**config.mk**
```make
export PLATFORM = sky130hd
export DESIGN_NAME = led_driver_pwm
export DESIGN_NICKNAME = d
export VERILOG_FILES = /design/src/rtl/led_pkg.sv /design/src/rtl/led_prescaler.sv /design/src/rtl/led_driver_pwm.sv
export SDC_FILE = /design/constraint.sdc
export NUM_CORES = 1
export LEC_CHECK = 0
export ABC_AREA = 1
export CAP_MARGIN = 20
export CORE_ASPECT_RATIO = 2
export CORE_MARGIN = 2
export CORE_UTILIZATION = 45
export CTS_BUF_LIST = sky130_fd_sc_hd__clkbuf_8
export DETAILED_ROUTE_END_ITERATION = 10
export GPL_TIMING_DRIVEN = 0
export PLACE_DENSITY = 0.73
export RECOVER_POWER = 50
export REMOVE_ABC_BUFFERS = 1
export SLEW_MARGIN = 15
export SYNTH_ARGS = -nofsm -noshare
export SYNTH_HDL_FRONTEND = slang
export SYNTH_SLANG_ARGS = --single-unit
```
**constraint.sdc**
```tcl
create_clock -name clk -period 2.1 [get_ports clk]
set_input_delay 0.21 -clock clk [delete_from_list [all_inputs] [get_ports clk]]
set_output_delay 0.21 -clock clk [all_outputs]
set_load 0.05 [all_outputs]
```
**src/rtl/led_pkg.sv**
```systemverilog
// Shared LED driver definitions: global mode encoding.
// Optional breathe mode is enabled by LED_BREATHE_EN.
package led_pkg;

  localparam int MODE_W = 2;

  typedef enum logic [MODE_W-1:0] {
    LED_STATIC  = 2'd0,
    LED_BLINK   = 2'd1,
    LED_PWM     = 2'd2,
    LED_BREATHE = 2'd3
  } led_mode_e;

endpackage

```
**src/rtl/led_prescaler.sv**
```systemverilog
// Prescaler: one-cycle tick every TICK_DIV clk cycles.
// Counts 0..TICK_DIV-1 and restarts.
module led_prescaler
  import led_pkg::*;
#(
  parameter int TICK_DIV = 1000
) (
  input  logic clk,
  input  logic rst,
  output logic tick
);

  localparam int W = (TICK_DIV > 1) ? $clog2(TICK_DIV) : 1;
  localparam logic [W-1:0] LAST = W'(TICK_DIV - 1);

  logic [W-1:0] cnt_q;
  logic [W-1:0] cnt_d;

  always_comb begin
    cnt_d = cnt_q + W'(1);
    if (cnt_q == LAST) begin
      cnt_d = '0;
    end
  end

  always_ff @(posedge clk) begin
    if (rst) begin
      cnt_q <= '0;
    end else begin
      cnt_q <= cnt_d;
    end
  end

  assign tick = (cnt_q == LAST);

endmodule

```
**src/rtl/led_driver_pwm.sv**
```systemverilog
// Multi-channel LED driver: static, blink, PWM dim modes.
// Define LED_BREATHE_EN to make mode 3 a breathe ramp.
module led_driver_pwm
  import led_pkg::*;
#(
  parameter int N_LEDS      = 4,
  parameter int PWM_BITS    = 8,
  parameter int TICK_DIV    = 1000,
  parameter int BLINK_TICKS = 250,
  parameter bit ACTIVE_LOW  = 1'b0
) (
  input  logic                clk,
  input  logic                rst,
  input  logic [N_LEDS-1:0]   led_in,
  input  logic [MODE_W-1:0]   mode,
  input  logic [PWM_BITS-1:0] duty,
  output logic [N_LEDS-1:0]   led_out,
  output logic                period_start
);

  localparam logic [PWM_BITS-1:0] PWM_MAX = '1;
  localparam int BW = (BLINK_TICKS > 1) ? $clog2(BLINK_TICKS) : 1;
  localparam logic [BW-1:0] BLINK_LAST = BW'(BLINK_TICKS - 1);

  logic                tick;
  logic                wrap;
  logic [PWM_BITS-1:0] pwm_cnt_q, pwm_cnt_d;
  logic                bound_q, bound_d;
  led_mode_e           mode_q, mode_d;
  logic [PWM_BITS-1:0] duty_q, duty_d;
  logic [BW-1:0]       blink_cnt_q, blink_cnt_d;
  logic                blink_ph_q, blink_ph_d;
  logic [N_LEDS-1:0]   led_out_q, led_out_d;
  logic                pstart_q, pstart_d;
  logic [N_LEDS-1:0]   act;
`ifdef LED_BREATHE_EN
  logic [PWM_BITS-1:0] level_q, level_d;
  logic                dir_up_q, dir_up_d;
`endif

  function automatic logic pwm_on(
    input logic [PWM_BITS-1:0] d,
    input logic [PWM_BITS-1:0] c
  );
    if (d == '0) begin
      return 1'b0;
    end else if (d == PWM_MAX) begin
      return 1'b1;
    end else begin
      return c < d;
    end
  endfunction

  led_prescaler #(
    .TICK_DIV(TICK_DIV)
  ) u_presc (
    .clk (clk),
    .rst (rst),
    .tick(tick)
  );

  // Settings latch on the wrap edge so a period never mixes modes.
  always_comb begin
    wrap      = (pwm_cnt_q == PWM_MAX);
    pwm_cnt_d = pwm_cnt_q + PWM_BITS'(1);
    bound_d   = wrap;
    pstart_d  = bound_q;
    mode_d    = mode_q;
    duty_d    = duty_q;
    if (wrap) begin
      mode_d = led_mode_e'(mode);
      duty_d = duty;
    end
    blink_cnt_d = blink_cnt_q;
    blink_ph_d  = blink_ph_q;
    if (tick) begin
      if (blink_cnt_q == BLINK_LAST) begin
        blink_cnt_d = '0;
        blink_ph_d  = ~blink_ph_q;
      end else begin
        blink_cnt_d = blink_cnt_q + BW'(1);
      end
    end
`ifdef LED_BREATHE_EN
    level_d  = level_q;
    dir_up_d = dir_up_q;
    if (tick) begin
      if (dir_up_q) begin
        if (level_q == PWM_MAX) begin
          dir_up_d = 1'b0;
          level_d  = level_q - PWM_BITS'(1);
        end else begin
          level_d  = level_q + PWM_BITS'(1);
        end
      end else begin
        if (level_q == '0) begin
          dir_up_d = 1'b1;
          level_d  = PWM_BITS'(1);
        end else begin
          level_d  = level_q - PWM_BITS'(1);
        end
      end
    end
`endif
  end

  always_comb begin
    act = led_in;
    unique case (1'b1)
      (mode_q == LED_BLINK): begin
        act = led_in & {N_LEDS{blink_ph_q}};
      end
      (mode_q == LED_PWM): begin
        act = led_in & {N_LEDS{pwm_on(duty_q, pwm_cnt_q)}};
      end
`ifdef LED_BREATHE_EN
      (mode_q == LED_BREATHE): begin
        act = led_in & {N_LEDS{pwm_on(level_q, pwm_cnt_q)}};
      end
`endif
      default: begin
        act = led_in;
      end
    endcase
    led_out_d = act ^ {N_LEDS{ACTIVE_LOW}};
  end

  always_ff @(posedge clk) begin
    if (rst) begin
      pwm_cnt_q   <= '0;
      bound_q     <= 1'b0;
      mode_q      <= LED_STATIC;
      duty_q      <= '0;
      blink_cnt_q <= '0;
      blink_ph_q  <= 1'b1;
      led_out_q   <= {N_LEDS{ACTIVE_LOW}};
      pstart_q    <= 1'b0;
    end else begin
      pwm_cnt_q   <= pwm_cnt_d;
      bound_q     <= bound_d;
      mode_q      <= mode_d;
      duty_q      <= duty_d;
      blink_cnt_q <= blink_cnt_d;
      blink_ph_q  <= blink_ph_d;
      led_out_q   <= led_out_d;
      pstart_q    <= pstart_d;
    end
  end

`ifdef LED_BREATHE_EN
  always_ff @(posedge clk) begin
    if (rst) begin
      level_q  <= '0;
      dir_up_q <= 1'b1;
    end else begin
      level_q  <= level_d;
      dir_up_q <= dir_up_d;
    end
  end
`endif

  assign led_out      = led_out_q;
  assign period_start = pstart_q;

endmodule
```
==> run metrics, run 1 <==
status=complete, no violations; Cell Area, Synth=1987 µm²; row cnt=34; setup TNS=0 ns; Final Hold Viols=0; Yosys top cell area share=43.32%; pin count of the biggest net entering global routing=21; postcts setup bufs=0; Horiz. Die Dim=50.99 µm; worst path required time=2.29 ns; CTS sink count=43; number of global-route vias before repair=1705; Yosys cell types=31; post-route ant nets=0; Max-Cap Viols=0; Num CTS Buffers=5; #FFs+latches synth=43; Placed Area=2237 µm²; CP endpoint kind=flip-flop; slowest cell on the critical path=clkdlybuf4s50_1; Core Footprint=4297 µm²; wire per inst=11.90 µm; Mapped Avg Cell Area=7.761 µm²; GP Congestion=0.7935; global-route wire length before repair=6844 µm; # IOs=21; hold_ws=0.4066 ns; ys flop type=dfxtp_1; Vias=1702; vias per cell=5.111; footprint of the multi-input gates=964.7 µm²; Worst Hold Class=reg2reg; post-synth top area cell=dfxtp_1; die footprint=4995 µm²; Post-CTS Hold Fix Bufs=0; Clock Latency Late Sink=0.30 ns; Slew headroom=60.53%; cells after synthesis=256; synth warn=0; Ant. Diodes=0; I/O Buffers=20; worst-path fanout max=19; Fmax=0.5388 GHz; post-synthesis sequential area ratio=43.32%; Worst-Margin Slew=0.5902 ns; drt initial violations=28; area growth from synthesis to final layout=17.32%; synth top area cells=dfxtp_1 (43%), nand2_1 (8.5%), a21oi_1 (7.6%), ha_1 (7.6%), inv_1 (5.9%); Leakage=0.9546 nW; final instance area=2331 µm²; Async S/R FF share, synth=0%; Setup WS post-layout=0.2439 ns; setup violators final=0; WL final=3963 µm; post-layout min period=1.856 ns; Max Root-Sink Buffers=2; fin nets=307; RSZ-0062 raised after global routing=no; pre-CTS setup slack=-0.2868 ns; CTS tree=yes; Layout Utilization=54.25%; Pins Over Slew Limit=0; EDFF count, synth=0; crit path kind=in2reg; Worst Path Buf+Inv=2; initial antenna violation count=0; Initial Utilization=46.24%; First-pass DRT Iterations=4; gr ovfl total=0; Post-DP HPWL=3018 µm; crit share post-route=88.38%; worst stage delay on the critical path=0.84 ns; post-CTS resize count=0; PD cells=672.5 nW/µm²; worst clock skew=0.01206 ns; Reg area=860.8 µm²; crit path cell chain=clkdlybuf4s50_1 > clkinvlp_4 > nand2_2 > o21bai_1 > a21oi_1; H-tree Lvls=2; cell family with most CP delay=buffers and inverters; share of cells above drive strength 1=6.093%; root buf cell=clkbuf_8; Filler Cell Count=442; Clock transition at path regs=0.08 ns; Residual DRC=0; Die H=97.97 µm; VDD IR max=0.0005506 V; Startpoint Class=input pin; gr usage total=17.83%; CP arrival=2.05 ns
-- cell usage in the layout, fill, tap and decap left out, drive strengths merged --
cell type / count
and3: 2
bufinv: 1
o21a: 1
clkdlybuf4s50: 15
ha: 12
dlygate4sd3: 5
nand4: 4
inv: 35
o21ai: 15
nand3b: 2
xor2: 3
nor2: 30
nand3: 9
nor3: 9
nor4: 4
clkbuf: 5
o21bai: 2
clkinvlp: 1
a31oi: 1
xnor2: 2
nand2: 46
a21oi: 30
dfxtp: 43
nor3b: 2
-- power by group --
group          internal [mW]  switching [mW]  total [mW]
Combinational         0.0484          0.0562       0.105
Clock                  0.344           0.280       0.624
Sequential             0.828          0.0103       0.839
-- worst register-to-register path, delay by kind of cell (launching register included) --
kind                       cells  cell delay [ns]
and+or+nand+nor                3             0.68
DFF                            1             0.38
adders and majority gates      1             0.20
AOI/OAI and AO/OA              2             0.20
buffers and inverters          2             0.19
-- area by class of cell --
cell class / count / share of cell area (%)
repair buffers: 20 / 8.588
clock buffers: 5 / 2.952
well taps: 54 / 2.899
multi-input cells: 174 / 41.38
clock inverters: 2 / 1.449
flip-flops and latches: 43 / 36.93
inverters: 35 / 5.797
-- layer usage --
metal,vias up,part of all wire (%),track usage (%),wire [µm]
li1,883,-,-,-
met1,791,36,15.97,1446
met2,24,60,35.46,2374
met3,4,2.0,3.823,79
met4,0,1.6,7.484,62
met5,-,0,0,0
-- worst paths after layout --
| check | startpoint | end | slack (ns) | depth (start not counted) |
|---|---|---|---|---|
| min | bound_q$_SDFF_PP0_ | period_start$_SDFF_PP0_ | 0.41 | 2 |
| max reg2reg | u_presc.cnt_q[0]$_SDFF_PP0_ | blink_ph_q$_SDFFE_PP1P_ | 0.35 | 8 |
| min reg2reg | bound_q$_SDFF_PP0_ | period_start$_SDFF_PP0_ | 0.41 | 2 |
| max | rst | u_presc.cnt_q[9]$_SDFF_PP0_ | 0.24 | 5 |
-- synthesized netlist by cell type (2+ instances only) --
| cell type | number |
|---|---|
| nand3b_1 | 2 |
| nand4_1 | 3 |
| ha_1 | 12 |
| o21ai_0 | 14 |
| nor2_2 | 3 |
| nand2_1 | 45 |
| inv_2 | 3 |
| nor2_1 | 26 |
| inv_1 | 31 |
| nor3_1 | 7 |
| nor4_1 | 4 |
| nand3_1 | 8 |
| xnor2_1 | 2 |
| clkbuf_1 | 2 |
| buf_2 | 2 |
| xor2_1 | 3 |
| dfxtp_1 | 43 |
| a21oi_1 | 30 |
| nor3b_1 | 2 |
| o21bai_1 | 2 |
| and3_1 | 2 |
-- cell families (layout without fill, tap and decap cells) --
logic type	after synthesis	count (layout)	share of synthesized area [%]
buffers and inverters	39	62	7.494
AOI/OAI and AO/OA	49	49	12.78
DFF	43	43	43.33
and+or+nand+nor	108	108	26.64
xor gates and xnor gates	5	5	2.204
adders and majority gates	12	12	7.556
-- registers in the layout, summed over array words and instances, names as in the netlist --
signal and flops:
blink_cnt_q 8, blink_ph_q 1, mode_q 2, bound_q 1, pwm_cnt_q 8, led_out 4
period_start 1, duty_q 8, u_presc.cnt_q 10
-- metrics by stage --
step                power (mW)  instances
floorplan               0.9116        252
global placement        0.9604        326
detailed placement      0.9638        326
CTS                      1.586        333
global route             1.630        333
finish                   1.568        333
(Power assumes the default switching activity.)
==> run 2: changes to the inputs <==
--- a/config.mk
+++ b/config.mk
@@ -11,6 +11,7 @@
 export CORE_MARGIN = 2
 export CORE_UTILIZATION = 45
 export CTS_BUF_LIST = sky130_fd_sc_hd__clkbuf_8
+export CTS_CLUSTER_DIAMETER = 30
 export DETAILED_ROUTE_END_ITERATION = 10
 export GPL_TIMING_DRIVEN = 0
 export PLACE_DENSITY = 0.73
==> results of run 2 <==
The final DEF is identical to that of run 1; final timing and power are the same.
==> run 3: changes to the inputs <==
--- a/config.mk
+++ b/config.mk
@@ -8,7 +8,6 @@
 export ABC_AREA = 1
 export CAP_MARGIN = 20
 export CORE_ASPECT_RATIO = 2
-export CORE_MARGIN = 2
 export CORE_UTILIZATION = 45
 export CTS_BUF_LIST = sky130_fd_sc_hd__clkbuf_8
 export CTS_CLUSTER_DIAMETER = 30
@@ -20,4 +19,5 @@
 export SLEW_MARGIN = 15
 export SYNTH_ARGS = -nofsm -noshare
 export SYNTH_HDL_FRONTEND = slang
+export SYNTH_HIERARCHICAL = 1
 export SYNTH_SLANG_ARGS = --single-unit
==> run metrics, run 3 <==
initial antenna violation count=0; Post-DP HPWL=2755 µm; commonest non-fill, non-tap cell in the layout=nand2_1; Biggest register=u_presc/cnt_q; H-tree Lvls=2; Reg power frac=51.7%; setup TNS=0 ns; Pins Over Slew Limit=0; # IOs=21; Leakage=0.9204 nW; ys flop type=dfxtp_1; met2 Use GR=33.45%; vias per cell=4.857; Cell Area, Synth=2007 µm²; gr usage total=17.22%; crit path cell chain=ha_1 > nand2_2 > nor2_4 > nand2_2 > nor2_1 > nand2_1 > inv_2 > nand2_2 > o21ai_1 > a21oi_2; root buf cell=clkbuf_8; #FFs+latches synth=43; max FFs per register=10; area growth from synthesis to final layout=18.20%; Sw Share=21.92%; CP arrival=1.99 ns; synth top area cells=dfxtp_1 (43%), nand2_1 (8.8%), ha_1 (7.5%), nor2_1 (6.5%), inv_1 (6.4%); Mapped Avg Cell Area=7.660 µm²; Clock Latency Late Sink=0.30 ns; Core Footprint=4297 µm²; post-synthesis sequential area ratio=42.89%; PD cells=682.9 nW/µm²; die footprint=4747 µm²; CTS sink count=43; WL final=3619 µm; GP Congestion=0.7654; Worst Path Buf+Inv=1; Yosys cell types=28; most frequent cell after synthesis=nand2_1; Setup WS post-layout=0.2982 ns; Post-CTS Hold Fix Bufs=0; cell family with most CP delay=simple AND/OR/NAND/NOR gates; Vias=1661; gr ovfl total=0; Top cell by count, worst path=nand2_2; clock power share=41.4%; post-route ant nets=0; Worst-Margin Slew=0.6411 ns; crit share post-route=85.80%; Die H=96.44 µm; post-synth top area cell=dfxtp_1; hold_ws=0.4061 ns; Fmax=0.5550 GHz; slowest cell on the critical path=dfxtp_1; Worst Hold Class=reg2reg; worst stage delay on the critical path=0.36 ns; I/O Buffers=20; met3 GRT Util=3.912%; crit path kind=reg2reg; Horiz. Die Dim=49.22 µm; Slew headroom=57.21%; worst clock skew=0.005338 ns; fin nets=315; Max Root-Sink Buffers=2; wire per inst=10.58 µm; synth cell count leaders=nand2_1 (47), dfxtp_1 (43), nor2_1 (35); row cnt=34; RSZ-0062 raised after global routing=no; setup violators final=0; cells after synthesis=262; Final Hold Viols=0; status=complete, no violations; worst-path fanout max=20; most frequent cells in the layout=nand2_1 (48), dfxtp_1 (43), nor2_1 (36), inv_1 (33), a21oi_1 (21); Reg area=860.8 µm²; Clock transition at path regs=0.08 ns; Reg2Reg Setup Slack=0.30 ns; global-route wire length before repair=6168 µm; post-layout min period=1.802 ns; worst path required time=2.28 ns; pre-CTS setup slack=0.2012 ns; Startpoint Class=flip-flop; CP endpoint kind=flip-flop; Initial Utilization=46.71%; pin count of the biggest net entering global routing=21; VDD IR max=0.0004457 V; Filler Cell Count=406; EDFF count, synth=0; Top Usage Layer GRT=met2; Max-Cap Viols=0; CTS tree=yes; sw power=0.3550 mW; drt initial violations=20; Num CTS Buffers=5; share of cells above drive strength 1=12.85%; Ant. Diodes=0; P_int=1.265 mW; Comb pwr share=6.9%; First-pass DRT Iterations=4; synth warn=6; Async S/R FF share, synth=0%; number of global-route vias before repair=1548; footprint of the multi-input gates=959.7 µm²; grt met1 use=15.54%; Yosys top cell area share=42.89%; Residual DRC=0
-- run 3: routing by layer --
layer	wire length, µm	vias to the layer above
met5	0	-
met1	1396	762
met2	2056	18
met4	95	0
li1	-	875
met3	70	6
-- run 3: worst paths after layout --
| check | to | depth (start not counted) | startpoint |
|---|---|---|---|
| worst min register to register | period_start$_SDFF_PP0_ | 2 | bound_q$_SDFF_PP0_ |
| worst max register to register | duty_q[7]$_SDFFE_PP0P_ | 10 | pwm_cnt_q[1]$_SDFF_PP0_ |
| worst max-delay path | duty_q[7]$_SDFFE_PP0P_ | 10 | pwm_cnt_q[1]$_SDFF_PP0_ |
| worst min-delay path | period_start$_SDFF_PP0_ | 2 | bound_q$_SDFF_PP0_ |
-- run 3: kinds of logic after synthesis --
logic type | share of synthesized area (%)
buffers and inverters | 9.040
AND/OR/NAND/NOR | 25.31
XOR/XNOR | 1.746
AO/OA/AOI/OAI | 13.53
adder cells (fa/ha/maj) | 7.481
flip-flops | 42.89
-- run 3: what timing repair did --
action	CTS	global route
setup endpoints to repair	0	8
buffers inserted	0	2
gates resized for setup	0	1
-- run 3: final cells by class --
cell class / instances / area share [%]
Sequential cell: 43 / 36.29
Multi-Input combinational cell: 175 / 40.45
Inverter: 40 / 6.382
Clock inverter: 2 / 1.477
Clock buffer: 6 / 3.481
Tap cell: 54 / 2.848
Timing Repair Buffer: 22 / 9.072
-- run 3: worst min-delay path, delay by kind of cell (launching register included) --
| family | cells | cell delay [ns] |
|---|---|---|
| flip-flops | 1 | 0.30 |
| buffers and inverters | 1 | 0.04 |
| AND/OR/NAND/NOR | 1 | 0.03 |
-- run 3: power by group through the flow --
| stage | sequential, mW | combinational, mW | clock (mW) |
|---|---|---|---|
| after floorplan | 0.870 | 0.0484 | 0 |
| after global placement | 0.857 | 0.111 | 0 |
| after detailed placement | 0.858 | 0.113 | 0 |
| after CTS | 0.838 | 0.113 | 0.690 |
| after global routing | 0.841 | 0.125 | 0.720 |
| final | 0.838 | 0.111 | 0.671 |
-- run 3: stage by stage --
stage / total power, mW / cell area, µm² / utilization, % / cells
5_1_grt: 1.686 / 2372 / 55.21 / 342
2_1_floorplan: 0.9188 / 1977 / - / 258
6_report: 1.620 / 2372 / 55.21 / 342
3_5_place_dp: 0.9706 / 2245 / 52.24 / 332
4_1_cts: 1.642 / 2362 / 54.98 / 340
3_3_place_gp: 0.9680 / 2245 / 52.24 / 332
